## src/rtl/melody_pkg.sv

```systemverilog
// Shared definitions for the melody sequencer: note codes, the half-period
// table, ROM entry layout and FSM state encoding.
package melody_pkg;

  localparam int NOTE_W  = 4;
  localparam int DUR_W   = 3;
  localparam int ENTRY_W = 1 + NOTE_W + DUR_W;
  localparam int PER_W   = 10;
  localparam int SONG_W  = 2;
  localparam int ADDR_W  = 6;

  localparam logic [NOTE_W-1:0] NOTE_C    = 4'd0;
  localparam logic [NOTE_W-1:0] NOTE_D    = 4'd1;
  localparam logic [NOTE_W-1:0] NOTE_DS   = 4'd2;
  localparam logic [NOTE_W-1:0] NOTE_E    = 4'd3;
  localparam logic [NOTE_W-1:0] NOTE_F    = 4'd4;
  localparam logic [NOTE_W-1:0] NOTE_G    = 4'd5;
  localparam logic [NOTE_W-1:0] NOTE_A    = 4'd6;
  localparam logic [NOTE_W-1:0] NOTE_B    = 4'd7;
  localparam logic [NOTE_W-1:0] NOTE_REST = 4'hE;
  localparam logic [NOTE_W-1:0] NOTE_END  = 4'hF;

  // Half-period counts for the base octave, indexed by note code 0..7
  localparam logic [PER_W-1:0] HALF_PER_TAB [0:7] = '{
    10'd478, 10'd424, 10'd401, 10'd378, 10'd358, 10'd320, 10'd284, 10'd254
  };

  typedef struct packed {
    logic              oct_up;
    logic [NOTE_W-1:0] note;
    logic [DUR_W-1:0]  dur;
  } entry_t;

  typedef enum logic [2:0] {
    ST_IDLE,
    ST_LOAD,
    ST_PLAY,
    ST_GAP,
    ST_DONE
  } state_t;

  function automatic entry_t mk_entry(input logic oct_up, input logic [NOTE_W-1:0] note,
                                      input logic [DUR_W-1:0] dur);
    entry_t e;
    e.oct_up = oct_up;
    e.note   = note;
    e.dur    = dur;
    return e;
  endfunction

  // Codes above NOTE_B (8..14) play as silence; the octave flag halves the count
  function automatic logic [PER_W-1:0] note_period(input entry_t e);
    logic [PER_W-1:0] p;
    if (e.note > NOTE_B) begin
      p = '0;
    end else begin
      p = HALF_PER_TAB[e.note[2:0]];
      if (e.oct_up) p = p >> 1;
    end
    return p;
  endfunction

endpackage

```

## src/rtl/melody_sequencer_if.sv

```systemverilog
// Control and status bundle between the game logic and the melody sequencer.
interface melody_sequencer_if;
  import melody_pkg::*;

  logic              start;
  logic              stop;
  logic [SONG_W-1:0] song_sel;
  logic              loop_en;
  logic [PER_W-1:0]  tone_half_per;
  logic              busy;
  logic              done;
  logic [ADDR_W-1:0] step_addr;

  modport master (
    output start, stop, song_sel, loop_en,
    input  tone_half_per, busy, done, step_addr
  );

  modport slave (
    input  start, stop, song_sel, loop_en,
    output tone_half_per, busy, done, step_addr
  );
endinterface

```

## src/rtl/melody_sequencer_rom.sv

```systemverilog
// Melody ROM for all game sounds, addressed by {song, step}. Unlisted
// locations read as the end marker so a song can never run into the next.
module melody_rom
  import melody_pkg::*;
(
  input  logic                     clk3,
  input  logic [SONG_W+ADDR_W-1:0] addr,
  output entry_t                   data
);

  // Synchronous read from the constant song table
  always_ff @(posedge clk3) begin
    case (addr)
      // song 0: background
      {2'd0, 6'd0}: data <= mk_entry(1'b0, NOTE_C, 3'd0);
      {2'd0, 6'd1}: data <= mk_entry(1'b0, NOTE_E, 3'd0);
      {2'd0, 6'd2}: data <= mk_entry(1'b0, NOTE_G, 3'd0);
      // song 1: success
      {2'd1, 6'd0}: data <= mk_entry(1'b0, NOTE_A, 3'd1);
      {2'd1, 6'd1}: data <= mk_entry(1'b1, NOTE_B, 3'd0);
      {2'd1, 6'd2}: data <= mk_entry(1'b0, NOTE_REST, 3'd2);
      {2'd1, 6'd3}: data <= mk_entry(1'b0, 4'd9, 3'd0);
      // song 2: game over
      {2'd2, 6'd0}: data <= mk_entry(1'b1, NOTE_C, 3'd1);
      {2'd2, 6'd1}: data <= mk_entry(1'b0, NOTE_D, 3'd0);
      {2'd2, 6'd2}: data <= mk_entry(1'b0, NOTE_DS, 3'd0);
      {2'd2, 6'd3}: data <= mk_entry(1'b0, NOTE_F, 3'd0);
      // song 3: time over
      {2'd3, 6'd0}: data <= mk_entry(1'b0, NOTE_B, 3'd0);
      default:      data <= mk_entry(1'b0, NOTE_END, 3'd0);
    endcase
  end

endmodule

```

## src/rtl/melody_sequencer.sv

```systemverilog
// Melody sequencer: walks the selected song in the ROM and drives the tone
// generator's half-period count, one note (plus optional gap) at a time.
//
// state | meaning
// IDLE  | silent, waiting for start
// LOAD  | ROM entry arriving; decode it or handle the end marker
// PLAY  | tone held for (dur+1) beat steps
// GAP   | one silent articulation step after a sounding note
// DONE  | one-cycle done pulse, then IDLE
module melody_sequencer
  import melody_pkg::*;
#(
  parameter int STEP_CYCLES = 62500,
  parameter int ROM_DEPTH   = 64,
  parameter bit GAP_EN      = 1'b1
) (
  input logic               clk3,
  input logic               rst,
  melody_sequencer_if.slave bus
);

  localparam int                STEP_W    = $clog2(STEP_CYCLES);
  localparam logic [STEP_W-1:0] STEP_LAST = STEP_W'(STEP_CYCLES - 1);
  localparam logic [ADDR_W-1:0] ADDR_LAST = ADDR_W'(ROM_DEPTH - 1);

  state_t                     state;
  logic [SONG_W-1:0]          song_q;
  logic [ADDR_W-1:0]          addr_q;
  logic                       wrap_q;
  logic [STEP_W-1:0]          step_cnt;
  logic [DUR_W-1:0]           dur_left;
  logic                       gap_q;
  logic [PER_W-1:0]           tone_q;
  logic                       busy_q;
  logic                       done_q;
  logic [SONG_W+ADDR_W-1:0]   rom_addr;
  entry_t                     rom_data;

  logic              start_go;
  logic              step_last;
  logic              play_exit;
  logic              gap_exit;
  logic              at_last;
  logic [ADDR_W-1:0] addr_inc;
  logic              is_end;
  logic              is_rest;

  assign start_go  = bus.start && !bus.stop;
  assign step_last = (step_cnt == STEP_LAST);
  assign play_exit = (state == ST_PLAY) && step_last && (dur_left == '0);
  assign gap_exit  = (state == ST_GAP) && step_last;
  assign at_last   = (addr_q == ADDR_LAST);
  assign addr_inc  = at_last ? '0 : addr_q + 1'b1;
  // Stepping past the last slot counts as an end marker, whatever slot 0 holds
  assign is_end    = (rom_data.note == NOTE_END) || wrap_q;
  assign is_rest   = (rom_data.note > NOTE_B);

  // ROM address follows the address being entered so the entry is ready during LOAD
  always_comb begin
    rom_addr = {song_q, addr_q};
    if (start_go) begin
      rom_addr = {bus.song_sel, {ADDR_W{1'b0}}};
    end else if (state == ST_LOAD) begin
      rom_addr = {song_q, {ADDR_W{1'b0}}};
    end else if (play_exit || gap_exit) begin
      rom_addr = {song_q, addr_inc};
    end
  end

  melody_rom u_rom (
    .clk3 (clk3),
    .addr (rom_addr),
    .data (rom_data)
  );

  // Sequencing FSM with step/duration counters and registered outputs
  always_ff @(posedge clk3 or posedge rst) begin
    if (rst) begin
      state    <= ST_IDLE;
      song_q   <= '0;
      addr_q   <= '0;
      wrap_q   <= 1'b0;
      step_cnt <= '0;
      dur_left <= '0;
      gap_q    <= 1'b0;
      tone_q   <= '0;
      busy_q   <= 1'b0;
      done_q   <= 1'b0;
    end else if (bus.stop) begin
      state    <= ST_IDLE;
      step_cnt <= '0;
      tone_q   <= '0;
      busy_q   <= 1'b0;
      done_q   <= 1'b0;
    end else if (bus.start) begin
      state    <= ST_LOAD;
      song_q   <= bus.song_sel;
      addr_q   <= '0;
      wrap_q   <= 1'b0;
      step_cnt <= '0;
      tone_q   <= '0;
      busy_q   <= 1'b1;
      done_q   <= 1'b0;
    end else begin
      case (state)
        ST_IDLE: begin
          done_q <= 1'b0;
        end
        ST_LOAD: begin
          step_cnt <= '0;
          if (is_end) begin
            if (bus.loop_en) begin
              state  <= ST_LOAD;
              addr_q <= '0;
              wrap_q <= 1'b0;
            end else begin
              state  <= ST_DONE;
              busy_q <= 1'b0;
              done_q <= 1'b1;
            end
          end else begin
            state    <= ST_PLAY;
            tone_q   <= note_period(rom_data);
            dur_left <= rom_data.dur;
            gap_q    <= GAP_EN && !is_rest;
          end
        end
        ST_PLAY: begin
          if (step_last) begin
            step_cnt <= '0;
            if (dur_left == '0) begin
              tone_q <= '0;
              if (gap_q) begin
                state <= ST_GAP;
              end else begin
                state  <= ST_LOAD;
                addr_q <= addr_inc;
                wrap_q <= at_last;
              end
            end else begin
              dur_left <= dur_left - 1'b1;
            end
          end else begin
            step_cnt <= step_cnt + 1'b1;
          end
        end
        ST_GAP: begin
          if (step_last) begin
            step_cnt <= '0;
            state    <= ST_LOAD;
            addr_q   <= addr_inc;
            wrap_q   <= at_last;
          end else begin
            step_cnt <= step_cnt + 1'b1;
          end
        end
        ST_DONE: begin
          state  <= ST_IDLE;
          done_q <= 1'b0;
        end
        default: begin
          state  <= ST_IDLE;
          tone_q <= '0;
          busy_q <= 1'b0;
          done_q <= 1'b0;
        end
      endcase
    end
  end

  assign bus.tone_half_per = tone_q;
  assign bus.busy          = busy_q;
  assign bus.done          = done_q;
  assign bus.step_addr     = addr_q;

endmodule

```

## src/flat_wrapper.sv

```systemverilog
// flat-port wrapper written by rule: the top's interface ports become plain ports
module melody_sequencer_flat import melody_pkg::*;
#(
  parameter int STEP_CYCLES = 62500,
  parameter int ROM_DEPTH   = 64,
  parameter bit GAP_EN      = 1'b1
)
  (clk3, rst, bus_start, bus_stop, bus_song_sel, bus_loop_en, bus_tone_half_per, bus_busy, bus_done, bus_step_addr);
  melody_sequencer_if bus_i ();
  input logic clk3;
  input logic rst;
  input wire logic [$bits(bus_i.start)-1:0] bus_start;
  input wire logic [$bits(bus_i.stop)-1:0] bus_stop;
  input wire logic [$bits(bus_i.song_sel)-1:0] bus_song_sel;
  input wire logic [$bits(bus_i.loop_en)-1:0] bus_loop_en;
  output wire logic [$bits(bus_i.tone_half_per)-1:0] bus_tone_half_per;
  output wire logic [$bits(bus_i.busy)-1:0] bus_busy;
  output wire logic [$bits(bus_i.done)-1:0] bus_done;
  output wire logic [$bits(bus_i.step_addr)-1:0] bus_step_addr;
  assign bus_i.start = bus_start;
  assign bus_i.stop = bus_stop;
  assign bus_i.song_sel = bus_song_sel;
  assign bus_i.loop_en = bus_loop_en;
  assign bus_tone_half_per = bus_i.tone_half_per;
  assign bus_busy = bus_i.busy;
  assign bus_done = bus_i.done;
  assign bus_step_addr = bus_i.step_addr;
  melody_sequencer #(.STEP_CYCLES(STEP_CYCLES), .ROM_DEPTH(ROM_DEPTH), .GAP_EN(GAP_EN)) u_core (.clk3(clk3), .rst(rst), .bus(bus_i));
endmodule
```

## config.mk

```make
export PLATFORM = sky130hd
export DESIGN_NAME = melody_sequencer_flat
export DESIGN_NICKNAME = d
export VERILOG_FILES = /design/src/rtl/melody_pkg.sv /design/src/rtl/melody_sequencer_if.sv /design/src/rtl/melody_sequencer_rom.sv /design/src/rtl/melody_sequencer.sv /design/src/flat_wrapper.sv
export SDC_FILE = /design/constraint.sdc
export NUM_CORES = 1
export LEC_CHECK = 0
export CORE_MARGIN = 8
export CORE_UTILIZATION = 55
export CTS_BUF_LIST = sky130_fd_sc_hd__clkbuf_4 sky130_fd_sc_hd__clkbuf_8
export DETAILED_ROUTE_END_ITERATION = 6
export GPL_TIMING_DRIVEN = 0
export PLACE_DENSITY = 0.76
export SLEW_MARGIN = 25
export SYNTH_ARGS = -nofsm -noshare
export SYNTH_HDL_FRONTEND = slang
export SYNTH_HIERARCHICAL = 1
export SYNTH_SLANG_ARGS = --single-unit
```

## constraint.sdc

```tcl
create_clock -name clk3 -period 5 [get_ports clk3]
set_input_delay 1.5 -clock clk3 [delete_from_list [all_inputs] [get_ports clk3]]
set_output_delay 1.5 -clock clk3 [all_outputs]
set_load 0.02 [all_outputs]
```

==> flow_summary.ini <==
[sta]
maxSlewViolCount = 0
rsz0062_at_grt = false
tightest_slew_ns = 0.7232
fin_setup_tns_ns = 0
relSlewSlack = 0.5141
clock_skew_ns = 0.01269
period_share = 0.7367
final_hold_viol_count = 0
min_period_ns = 3.684
max_freq_ghz = 0.2715
setup_viol = 0
whs_ns = 0.4968

[worst_setup_path]
worstPathArrival_ns = 3.87
critPathKind = primary input to register
crit_required_ns = 5.19
cp_max_fo = 8
r2r_start = u_core/step_cnt[0]
critPathMaxStageDelay_ns = 0.62
end_kind = register
crit_start = bus_start
start_kind = primary input
crit_slowest_cell = clkdlybuf4s50_1
crit_chain = clkdlybuf4s50_1 > or2b_2 > o21ai_0 > a21oi_1 > or4_4 > a221oi_2 > o21ai_1

[routing]
initialDrtViolationCount = 183
wl_per_cell_um = 16.01
drt-total-wl_mm = 7.300
drc = 0
antenna_left = 0
via_per_inst = 6.132
vias = 2796
first_pass_iters = 4

[hold_path]
worstHoldStart = u_core/step_cnt[15]
hold_path.class = register to register

[logic_synthesis]
synthesis.nets = 369
avgSynthCellArea_sq_um = 8.868
synth_edf_count = 0
synth_top_cells_by_area = dfrtp_1, o21ai_0, dfxtp_1
yosysTopAreaCell = dfrtp_1
netlist_top_cells_count = dfrtp_1, nand2_1, o21ai_0, nor2_1, a21oi_1
netlist.area_leader.share = 0.3437
synth_warnings = 6
async_flop_share = 0.8600
ys_seq_elements = 50
synth.distinct_cells = 64
ys.flop_type = dfrtp_1
yosysSeqAreaShare = 0.3885
syn-instance-count = 353
yosysMostFrequentCell = dfrtp_1
synthesis.area_sq_um = 3131

[power_and_ir_drop]
seq_power_share = 0.491
p_leak_nw = 1.468
ir_drop_uv = 125.9
p_sw_frac = 0.2734
p_switching_uw = 248.1
power_frac_clock = 0.322
finalPower_uw = 907.5
p_per_area_nw_per_um2 = 253.3
comb_power_share = 0.187
intPower_uw = 659.4

[clock_tree]
htree_num_levels = 2
numCtsBuffers = 5
clk_path_buf_depth = 2
worstSkewPairLatency_ns = 0.31
cts_tree = yes
clk_pin_slew_worst_paths_ns = 0.09
cts-resized-gates = 0
cts_root_buf = clkbuf_8
clock_sinks = 50
ctsHoldBuffers = 0
postCtsSetupBuffers = 0

[layout]
area_delta_synth_final_pct = 14.43
final_area_sq_um = 3582
regArea_sq_um = 1216
drive_above_1_share = 0.1406
diodes = 0
nets = 399
nFillCells = 474
multi_input_area_sq_um = 1740

[placement]
placed_area_sq_um = 3468
numPortBuffers = 22
dp_hpwl_mm = 5.272
gp_congestion = 0.8593

[global_route]
track_usage = 0.1765
gr-total-overflow = 0
grt_pass1_wl_mm = 12.30
grt_pass1_vias = 2603
grt_max_degree = 23
antenna_found_initial = 0

[floorplanning]
core-area_sq_um = 5507
num_rows = 27
die_h_um = 91.45
io_pins = 25
start_util = 0.5685
die_area_sq_um = 8362
fp.dieW_um = 91.45

[job]
maxCapViolCount = 0

[outcome]
status = complete, no violations
==> cell families after synthesis <==
logic type,count (synthesis),synth area share
simple gates,138,0.2454
compound gates,106,0.2174
other cells,2,0.002399
mux,14,0.04916
buf+inv,32,0.05555
flops,50,0.3885
fa+ha+maj,9,0.03597
xor+xnor,2,0.005597
==> power by group through the flow <==
stage	registers, mW	logic (mW)	clock network [mW]
detailed placement	0.454	0.168	0
floorplan	0.453	0.123	0
global placement	0.453	0.161	0
global route	0.448	0.192	0.315
finish	0.446	0.170	0.292
CTS	0.445	0.169	0.303
==> cells in the final DEF (no fill, tap or decap), drive strengths merged, types with 3 or more instances in the layout <==
cell type,n
dfrtp,43
a41oi,4
a21o,4
nor4,4
mux2,11
or4,3
a21oi,23
nand2b,8
dfxtp,7
o22ai,3
o211ai,4
nor2,27
nand2,33
a22o,4
nor2b,5
mux2i,3
a31oi,11
clkbuf,12
nand3,13
o31ai,4
buf,15
o21ai,30
o22a,3
inv,13
ha,9
nor3,13
a211oi,4
and3,4
clkdlybuf4s50,22
or3,9
or2,4
==> state kept, by name, indices dropped and copies added, names as in the netlist <==
name,cells
u_core/bus.done,1
u_core/dur_left,3
u_core/bus.busy,1
u_core/song_q,2
u_core/state,3
u_core/bus.tone_half_per,9
u_core/u_rom/data,7
u_core/gap_q,1
u_core/bus.step_addr,6
u_core/step_cnt,16
u_core/wrap_q,1
==> metrics by stage <==
stage | worst slack [ns] | util | std cells
3_5_place_dp | 1.014 | 0.6299 | 448
4_1_cts | 1.353 | 0.6505 | 456
6_report | 1.316 | 0.6505 | 456
2_1_floorplan | 1.816 | - | 353
5_1_grt | 1.240 | 0.6505 | 456
3_3_place_gp | 1.096 | 0.6249 | 447
==> path summary, 6_finish.rpt <==
kind | end | slack (ns) | depth (start not counted)
max in group asynchronous | u_core/dur_left[2] | 2.95 | 3
min | u_core/step_cnt[15] | 0.50 | 1
min in group asynchronous | u_core/step_cnt[14] | 1.55 | 2
max | u_core/u_rom/data[3] | 1.32 | 7
min reg2reg | u_core/step_cnt[15] | 0.50 | 1
max reg2reg | u_core/u_rom/data[4] | 1.80 | 10
==> worst max-delay path, delay by kind of cell <==
| family | cells | cell delay (ns) |
|---|---|---|
| AO/OA/AOI/OAI | 4 | 0.73 |
| buffers and inverters | 1 | 0.62 |
| AND/OR/NAND/NOR | 2 | 1.01 |
==> metal layers <==
layer	vias to the layer above	global-route usage	share of wire
met3	10	0.03786	0.050
met5	-	0	0
met1	1361	0.2217	0.44
li1	1357	-	-
met2	68	0.2863	0.49
met4	0	0.07231	0.017
==> final cells by class <==
type / count / share of cell area
Buffer: 19 / 0.03493
Sequential cell: 50 / 0.3395
Clock buffer: 7 / 0.02340
Timing Repair Buffer: 23 / 0.06916
Inverter: 13 / 0.01362
Clock inverter: 1 / 0.008383
Multi-Input combinational cell: 271 / 0.4859
Tap cell: 72 / 0.02515
Note: power is estimated with default switching activity, not from simulation.
